`config.mk`:
```
export PLATFORM = sky130hd
export DESIGN_NAME = regfile_bank_config
export DESIGN_NICKNAME = d
export VERILOG_FILES = /design/src/rtl/regfile_bank_config.sv
export SDC_FILE = /design/constraint.sdc
export NUM_CORES = 1
export LEC_CHECK = 0
export CAP_MARGIN = 20
export CORE_AREA = 2 2 100 102
export DETAILED_ROUTE_END_ITERATION = 10
export DIE_AREA = 0 0 102 104
export PLACE_DENSITY_LB_ADDON = 0.08
export RECOVER_POWER = 100
export SKIP_LAST_GASP = 1
export SYNTH_ARGS = -nofsm -noshare
export SYNTH_HDL_FRONTEND = slang
export SYNTH_SLANG_ARGS = --single-unit
```
`constraint.sdc`:
```
create_clock -name clk -period 4.15 [get_ports clk]
set_input_delay 1.0375 -clock clk [delete_from_list [all_inputs] [get_ports clk]]
set_output_delay 1.0375 -clock clk [all_outputs]
set_load 0.01 [all_outputs]
```
`src/rtl/regfile_bank_config.sv`:
```
// regfile_bank_config: generic register bank for one register-interface group.
// Contents: NUM_RW read/write config registers, a write-one-shot command register
// (single-cycle pulses), a sticky clear-on-read status register with a maskable
// interrupt, and a registered read path.
// Optional feature: define REGFILE_BANK_WR_LOCK_EN to add a set-once LOCK register
// at BASE_ADDR+NUM_RW+3. While it is set, writes to the RW registers and IRQ_MASK
// are blocked.
module regfile_bank_config #(
  parameter int unsigned        ADDR_W    = 14,
  parameter int unsigned        DATA_W    = 16,
  parameter int unsigned        NUM_RW    = 4,
  parameter logic [ADDR_W-1:0]  BASE_ADDR = ADDR_W'(1),
  parameter int unsigned        CMD_W     = 10,
  parameter int unsigned        STS_W     = 2,
  parameter logic [DATA_W-1:0]  RST_VAL   = '0
) (
  input  logic                     clk,
  input  logic                     rst,
  input  logic                     wr_en,
  input  logic                     rd_en,
  input  logic [ADDR_W-1:0]        addr,
  input  logic [DATA_W-1:0]        write_data,
  output logic [DATA_W-1:0]        read_data,
  output logic                     rd_valid,
  output logic                     addr_hit,
  output logic [NUM_RW*DATA_W-1:0] cfg_regs,
  output logic [CMD_W-1:0]         cmd_pulse,
  input  logic [STS_W-1:0]         sts_set,
  output logic [STS_W-1:0]         sts_q,
  output logic                     irq
);

  // Register offsets following the RW block; all arithmetic is kept in ADDR_W bits.
  localparam logic [ADDR_W-1:0] A_CMD = BASE_ADDR + ADDR_W'(NUM_RW);
  localparam logic [ADDR_W-1:0] A_STS = A_CMD + ADDR_W'(1);
  localparam logic [ADDR_W-1:0] A_MSK = A_CMD + ADDR_W'(2);
`ifdef REGFILE_BANK_WR_LOCK_EN
  localparam logic [ADDR_W-1:0] A_LOCK = A_CMD + ADDR_W'(3);
`endif

  // The whole map, including the LOCK slot, must fit in the address space.
  localparam logic [63:0] LAST_ADDR = 64'(BASE_ADDR) + 64'(NUM_RW) + 64'd3;
  localparam logic [63:0] MAX_ADDR  = (64'd1 << ADDR_W) - 64'd1;

  generate
    if (LAST_ADDR > MAX_ADDR) begin : g_addr_overflow
      $error("regfile_bank_config: BASE_ADDR+NUM_RW+3 overflows ADDR_W");
    end
    if (NUM_RW < 1 || NUM_RW > 64) begin : g_num_rw_range
      $error("regfile_bank_config: NUM_RW must be 1..64");
    end
    if (CMD_W > DATA_W || STS_W > DATA_W) begin : g_field_width
      $error("regfile_bank_config: CMD_W and STS_W must not exceed DATA_W");
    end
  endgenerate

  logic [DATA_W-1:0] cfg_q [NUM_RW];
  logic [NUM_RW-1:0] rw_sel;
  logic [STS_W-1:0]  irq_mask;
  logic [DATA_W-1:0] rd_mux;
  logic              rd_hit;
  logic              sts_clr;
  logic              wr_ok;

`ifdef REGFILE_BANK_WR_LOCK_EN
  logic lock_q;

  // Lock is set-once; only reset can clear it.
  always_ff @(posedge clk or posedge rst) begin
    if (rst) begin
      lock_q <= 1'b0;
    end else if (wr_en && addr == A_LOCK && write_data[0]) begin
      lock_q <= 1'b1;
    end
  end

  assign wr_ok = ~lock_q;
`else
  assign wr_ok = 1'b1;
`endif

  // Decode the RW register selects.
  always_comb begin
    rw_sel = '0;
    for (int i = 0; i < NUM_RW; i++) begin
      rw_sel[i] = (addr == BASE_ADDR + ADDR_W'(i));
    end
  end

  // Read mux. CMD is mapped but always reads 0; narrow fields are zero-extended.
  always_comb begin
    rd_mux = '0;
    rd_hit = 1'b0;
    for (int i = 0; i < NUM_RW; i++) begin
      if (rw_sel[i]) begin
        rd_mux = cfg_q[i];
        rd_hit = 1'b1;
      end
    end
    if (addr == A_CMD) begin
      rd_hit = 1'b1;
    end
    if (addr == A_STS) begin
      rd_mux = DATA_W'(sts_q);
      rd_hit = 1'b1;
    end
    if (addr == A_MSK) begin
      rd_mux = DATA_W'(irq_mask);
      rd_hit = 1'b1;
    end
`ifdef REGFILE_BANK_WR_LOCK_EN
    if (addr == A_LOCK) begin
      rd_mux = DATA_W'(lock_q);
      rd_hit = 1'b1;
    end
`endif
  end

  assign sts_clr = rd_en && (addr == A_STS);

  // RW configuration registers.
  always_ff @(posedge clk or posedge rst) begin
    if (rst) begin
      for (int i = 0; i < NUM_RW; i++) begin
        cfg_q[i] <= RST_VAL;
      end
    end else begin
      for (int i = 0; i < NUM_RW; i++) begin
        if (wr_en && wr_ok && rw_sel[i]) begin
          cfg_q[i] <= write_data;
        end
      end
    end
  end

  generate
    for (genvar g = 0; g < NUM_RW; g++) begin : g_cfg_out
      assign cfg_regs[g*DATA_W +: DATA_W] = cfg_q[g];
    end
  endgenerate

  // Interrupt mask keeps only the status-width bits; the rest are dropped on write.
  always_ff @(posedge clk or posedge rst) begin
    if (rst) begin
      irq_mask <= '0;
    end else if (wr_en && wr_ok && addr == A_MSK) begin
      irq_mask <= write_data[STS_W-1:0];
    end
  end

  // Command pulses live for exactly the cycle after the write.
  always_ff @(posedge clk or posedge rst) begin
    if (rst) begin
      cmd_pulse <= '0;
    end else if (wr_en && addr == A_CMD) begin
      cmd_pulse <= write_data[CMD_W-1:0];
    end else begin
      cmd_pulse <= '0;
    end
  end

  // Sticky status: a new set beats a clear-on-read in the same cycle.
  always_ff @(posedge clk or posedge rst) begin
    if (rst) begin
      sts_q <= '0;
    end else begin
      sts_q <= (sts_q & ~{STS_W{sts_clr}}) | sts_set;
    end
  end

  // Interrupt is registered from the current status, so it trails sts_q by a cycle.
  always_ff @(posedge clk or posedge rst) begin
    if (rst) begin
      irq <= 1'b0;
    end else begin
      irq <= |(sts_q & irq_mask);
    end
  end

  // Registered read response; data and hit hold between reads.
  always_ff @(posedge clk or posedge rst) begin
    if (rst) begin
      read_data <= '0;
      rd_valid  <= 1'b0;
      addr_hit  <= 1'b0;
    end else begin
      rd_valid <= rd_en;
      if (rd_en) begin
        read_data <= rd_mux;
        addr_hit  <= rd_hit;
      end
    end
  end

endmodule
```
==> report_table.html <==
<table>
<tr><th>Metric</th><th>Value</th></tr>
<tr><th colspan="2">Outcome</th></tr>
<tr><td>Outcome</td><td>completed</td></tr>
<tr><th colspan="2">Global routing</th></tr>
<tr><td>Global routing met3 resource utilization</td><td>0.0343</td></tr>
<tr><td>Global-route wire length before repair</td><td>18.0 mm</td></tr>
<tr><td>Antenna violations before repair</td><td>0</td></tr>
<tr><td>GR Util met1</td><td>0.309</td></tr>
<tr><td>Most used routing layer in global routing</td><td>met2</td></tr>
<tr><td>Met2 layer usage reported by global route</td><td>0.355</td></tr>
<tr><td>GR Util All Layers</td><td>0.221</td></tr>
<tr><td>Largest net degree at the start of global routing</td><td>66</td></tr>
<tr><td>Vias in the first global route</td><td>3192</td></tr>
<tr><td>Remaining Overflow, GRT</td><td>0</td></tr>
<tr><th colspan="2">Power and ir drop</th></tr>
<tr><td>Total Power</td><td>1.66 mW</td></tr>
<tr><td>P_int</td><td>1.27 mW</td></tr>
<tr><td>Sequential share of power</td><td>0.570</td></tr>
<tr><td>Leakage power of the design</td><td>2.99 nW</td></tr>
<tr><td>Power dissipated by switching net loads</td><td>390 uW</td></tr>
<tr><td>Largest vdd supply drop</td><td>0.155 mV</td></tr>
<tr><td>Clock power frac</td><td>0.364</td></tr>
<tr><td>Combinational group share of total power</td><td>0.066</td></tr>
<tr><td>Total power density per cell area</td><td>280 nW/um^2</td></tr>
<tr><td>Proportion of total power due to net switching</td><td>0.235</td></tr>
<tr><th colspan="2">Critical path</th></tr>
<tr><td>FF-to-FF path depth</td><td>4</td></tr>
<tr><td>Crit Path Category</td><td>primary input to register</td></tr>
<tr><td>Maximum fanout encountered on the critical timing path</td><td>9</td></tr>
<tr><td>Startpoint kind of the worst setup timing path</td><td>primary input</td></tr>
<tr><td>Reg-to-reg startpoint</td><td>cfg_regs[27]</td></tr>
<tr><td>Capturing element type of the critical path</td><td>register</td></tr>
<tr><td>Worst Path Arrival</td><td>3.68 ns</td></tr>
<tr><td>Crit Reg-Reg Endpoint</td><td>read_data[11]</td></tr>
<tr><td>Reg-to-reg slack, setup</td><td>2.85 ns</td></tr>
<tr><td>Timing startpoint of the critical path</td><td>addr[5]</td></tr>
<tr><td>Data required, critical path</td><td>4.39 ns</td></tr>
<tr><th colspan="2">Floorplan</th></tr>
<tr><td>Number of rows created at floorplan</td><td>36</td></tr>
<tr><td>Chip Width</td><td>102 microns</td></tr>
<tr><td>Core area</td><td>9550 sq um</td></tr>
<tr><td>Area enclosed by the die boundary</td><td>10600 sq um</td></tr>
<tr><td>Num ports</td><td>131</td></tr>
<tr><td>Initial cell density of the core</td><td>0.462</td></tr>
<tr><td>Die Y</td><td>104 microns</td></tr>
<tr><th colspan="2">Logic synthesis</th></tr>
<tr><td>Cell taking the most area after synthesis</td><td>dfrtp_1</td></tr>
<tr><td>Yosys Warn Count</td><td>0</td></tr>
<tr><td>Post-Synthesis Mean Instance Area</td><td>13.7 sq um</td></tr>
<tr><td>Synth unique cells</td><td>42</td></tr>
<tr><td>Synthesized netlist net count</td><td>358</td></tr>
<tr><td>Leading cell types by total area after synthesis</td><td>dfrtp_1 55%, mux2_2 13%, mux2_4 6.8%, a22o_1 3.0%, a22oi_1 2.4%</td></tr>
<tr><td>Portion of the post-synthesis area used by sequential elements</td><td>0.550</td></tr>
<tr><td>Fraction of synthesis flops using an asynchronous set or reset pin</td><td>1.00</td></tr>
<tr><td>Summed instance area of the synthesized netlist</td><td>4410 sq um</td></tr>
<tr><td>Share of the synthesized area in the top cell type</td><td>0.550</td></tr>
<tr><td>Register bit count reported by yosys</td><td>97</td></tr>
<tr><td>Main synth FF type</td><td>dfrtp_1</td></tr>
<tr><td>Post-synthesis instance total</td><td>322</td></tr>
<tr><td>Number of enable-type register cells in the synthesized netlist</td><td>0</td></tr>
<tr><th colspan="2">Run</th></tr>
<tr><td>Count of maximum capacitance violations</td><td>0</td></tr>
<tr><th colspan="2">Timing</th></tr>
<tr><td>Worst-Margin Slew</td><td>1.19 ns</td></tr>
<tr><td>Fin Setup TNS</td><td>0 ns</td></tr>
<tr><td>Hold Worst Slack</td><td>0.520 ns</td></tr>
<tr><td>Count of pins over their slew limit</td><td>0</td></tr>
<tr><td>Peak clock frequency supported by timing</td><td>290 MHz</td></tr>
<tr><td>Setup repair after global routing missed its margin</td><td>false</td></tr>
<tr><td>Post-layout minimum cycle time</td><td>3.45 ns</td></tr>
<tr><td>Share of the clock period used by the worst path after layout</td><td>0.831</td></tr>
<tr><td>Max-Slew Margin vs Limit</td><td>0.204</td></tr>
<tr><td>Smallest setup slack after layout</td><td>0.702 ns</td></tr>
<tr><td>Number of hold violations in the final report</td><td>0</td></tr>
<tr><td>Final setup violating endpoints</td><td>0</td></tr>
<tr><td>Final worst clock skew</td><td>0.0121 ns</td></tr>
<tr><th colspan="2">Clocking</th></tr>
<tr><td>Number of gates given a new drive strength after cts</td><td>0</td></tr>
<tr><td>Clock input transition at the sequential cells of the worst setup and hold paths</td><td>0.10 ns</td></tr>
<tr><td>CTS tree</td><td>done</td></tr>
<tr><td>Post-CTS Setup Repair Bufs</td><td>0</td></tr>
<tr><td>H-Tree Level Count</td><td>3</td></tr>
<tr><td>Root buf cell</td><td>clkbuf_8</td></tr>
<tr><td>Hold buffers post-CTS</td><td>0</td></tr>
<tr><td>Buffer levels on the longest clock path</td><td>2</td></tr>
<tr><td>Total CTS buffers</td><td>9</td></tr>
<tr><td>Clock insertion delay at the later pin of the skew report</td><td>0.35 ns</td></tr>
<tr><td>Clock tree sinks</td><td>97</td></tr>
<tr><th colspan="2">Final layout</th></tr>
<tr><td>Share of layout cells above drive strength 1</td><td>0.182</td></tr>
<tr><td>Antenna diodes</td><td>0</td></tr>
<tr><td>Area added between synthesis and finish</td><td>34.5%</td></tr>
<tr><td>Net total in the final layout</td><td>492</td></tr>
<tr><td>Filler cells</td><td>812</td></tr>
<tr><td>Area of the multi-input gates</td><td>1720 sq um</td></tr>
<tr><td>Final cell utilization of the core</td><td>0.621</td></tr>
<tr><td>Combined flip-flop and latch cell area</td><td>2430 sq um</td></tr>
<tr><th colspan="2">Drt</th></tr>
<tr><td>Number of routed nets with antenna violations</td><td>0</td></tr>
<tr><td>Number of DRC markers in iteration 0</td><td>131</td></tr>
<tr><td>Detailed-route wire length</td><td>11.4 mm</td></tr>
<tr><td>Average detailed-routed wire length per instance</td><td>19.2 microns</td></tr>
<tr><td>Post-detailed-route DRC marker count</td><td>0</td></tr>
<tr><td>Via count normalized by instance count</td><td>5.37</td></tr>
<tr><td>Drt first pass iters</td><td>4</td></tr>
<tr><td>Number of vias after detailed routing</td><td>3189</td></tr>
<tr><th colspan="2">Hold path</th></tr>
<tr><td>Min-delay src</td><td>cfg_regs[50]</td></tr>
<tr><td>Number of cells on the worst hold path</td><td>1</td></tr>
<tr><td>Worst hold path class</td><td>register to register</td></tr>
<tr><td>Capture endpoint of the worst hold path</td><td>cfg_regs[50]</td></tr>
<tr><th colspan="2">Placement</th></tr>
<tr><td>Routability-driven placement congestion ratio</td><td>0.747</td></tr>
<tr><td>HPWL after detailed placement</td><td>7.83 mm</td></tr>
<tr><td>Worst setup timing slack at the placement stage</td><td>0.784 ns</td></tr>
<tr><td>Count of input and output buffers</td><td>130</td></tr>
</table>
-- stage by stage --
| stage | instance area, sq um | cells |
|---|---|---|
| after floorplan | 4410 | 322 |
| after global placement | 5870 | 578 |
| after detailed placement | 5870 | 578 |
| after CTS | 6070 | 594 |
| after global routing | 5930 | 594 |
| final | 5930 | 594 |
-- state kept, by name, indices dropped and copies added (netlist names) --
name	cells
irq	1
rd_valid	1
addr_hit	1
read_data	16
sts_q	2
irq_mask	2
cfg_regs	64
cmd_pulse	10
-- cell families (layout without fill, tap and decap cells) --
group                  Yosys count  after routing  share of synthesized area
DFF                             97             97                      0.550
muxes                           84             84                      0.230
AOI/OAI and AO/OA               59             59                      0.100
and+or+nand+nor                 46             46                     0.0814
buffers and inverters           36            175                     0.0380
-- synthesized netlist by cell type (3+ instances only) --
cell type and count:
a22o_1 15, a22oi_1 14, and2_1 11, buf_2 5, buf_4 3, clkbuf_1 6, dfrtp_1 97, inv_1 18
mux2_1 8, mux2_2 52, mux2_4 20, mux2i_1 4, nand2_1 4, nor2_1 8, o21ai_0 5, o22ai_1 14
-- how the worst max path moves through the flow --
stage              endpoint  cells after the start
4_1_cts        cfg_regs[41]                      5
5_1_grt         cfg_regs[8]                      6
2_1_floorplan      addr_hit                      1
3_3_place_gp   cfg_regs[37]                      5
3_5_place_dp   cfg_regs[35]                      5
6_report        cfg_regs[8]                      6
-- routing by layer --
layer,vias to the layer above,part of all wire
met3,2,0.060
met4,0,0.0039
li1,1454,-
met5,-,0
met2,116,0.49
met1,1617,0.45
-- cells in the final DEF, fill, tap and decap left out, types with 9 or more instances in the layout --
cell type        synthesis  routed
dfrtp_1                 97      97
mux2_2                  52      52
o22ai_1                 14      14
a22oi_1                 14      14
mux2_1                   8      28
dlygate4sd3_1            0      98
a22o_1                  15      15
clkdlybuf4s50_1          0      31
inv_1                   18      17
clkbuf_8                 0       9
-- area by class of cell --
type,instances,area share
Inverter,18,0.0118
Tap cell,133,0.0280
Timing Repair Buffer,141,0.228
Clock buffer,10,0.0215
Multi-Input combinational cell,189,0.290
Clock inverter,6,0.0116
Sequential cell,97,0.409
-- power groups by stage --
stage               sequential, mW  combinational [mW]  clock [mW]
finish                       0.946               0.109       0.604
global route                 0.947               0.119       0.660
CTS                          0.946               0.116       0.622
detailed placement           0.965               0.116           0
global placement             0.965               0.114           0
floorplan                    0.966              0.0465           0
-- critical path, stage by stage --
cell and delay, ns:
dlygate4sd3_1 0.55, nor4_1 0.62, nand4_1 0.22, nor3_1 0.26, clkbuf_1 0.57, mux2_2 0.41
Power figures use the tool's default switching activity.
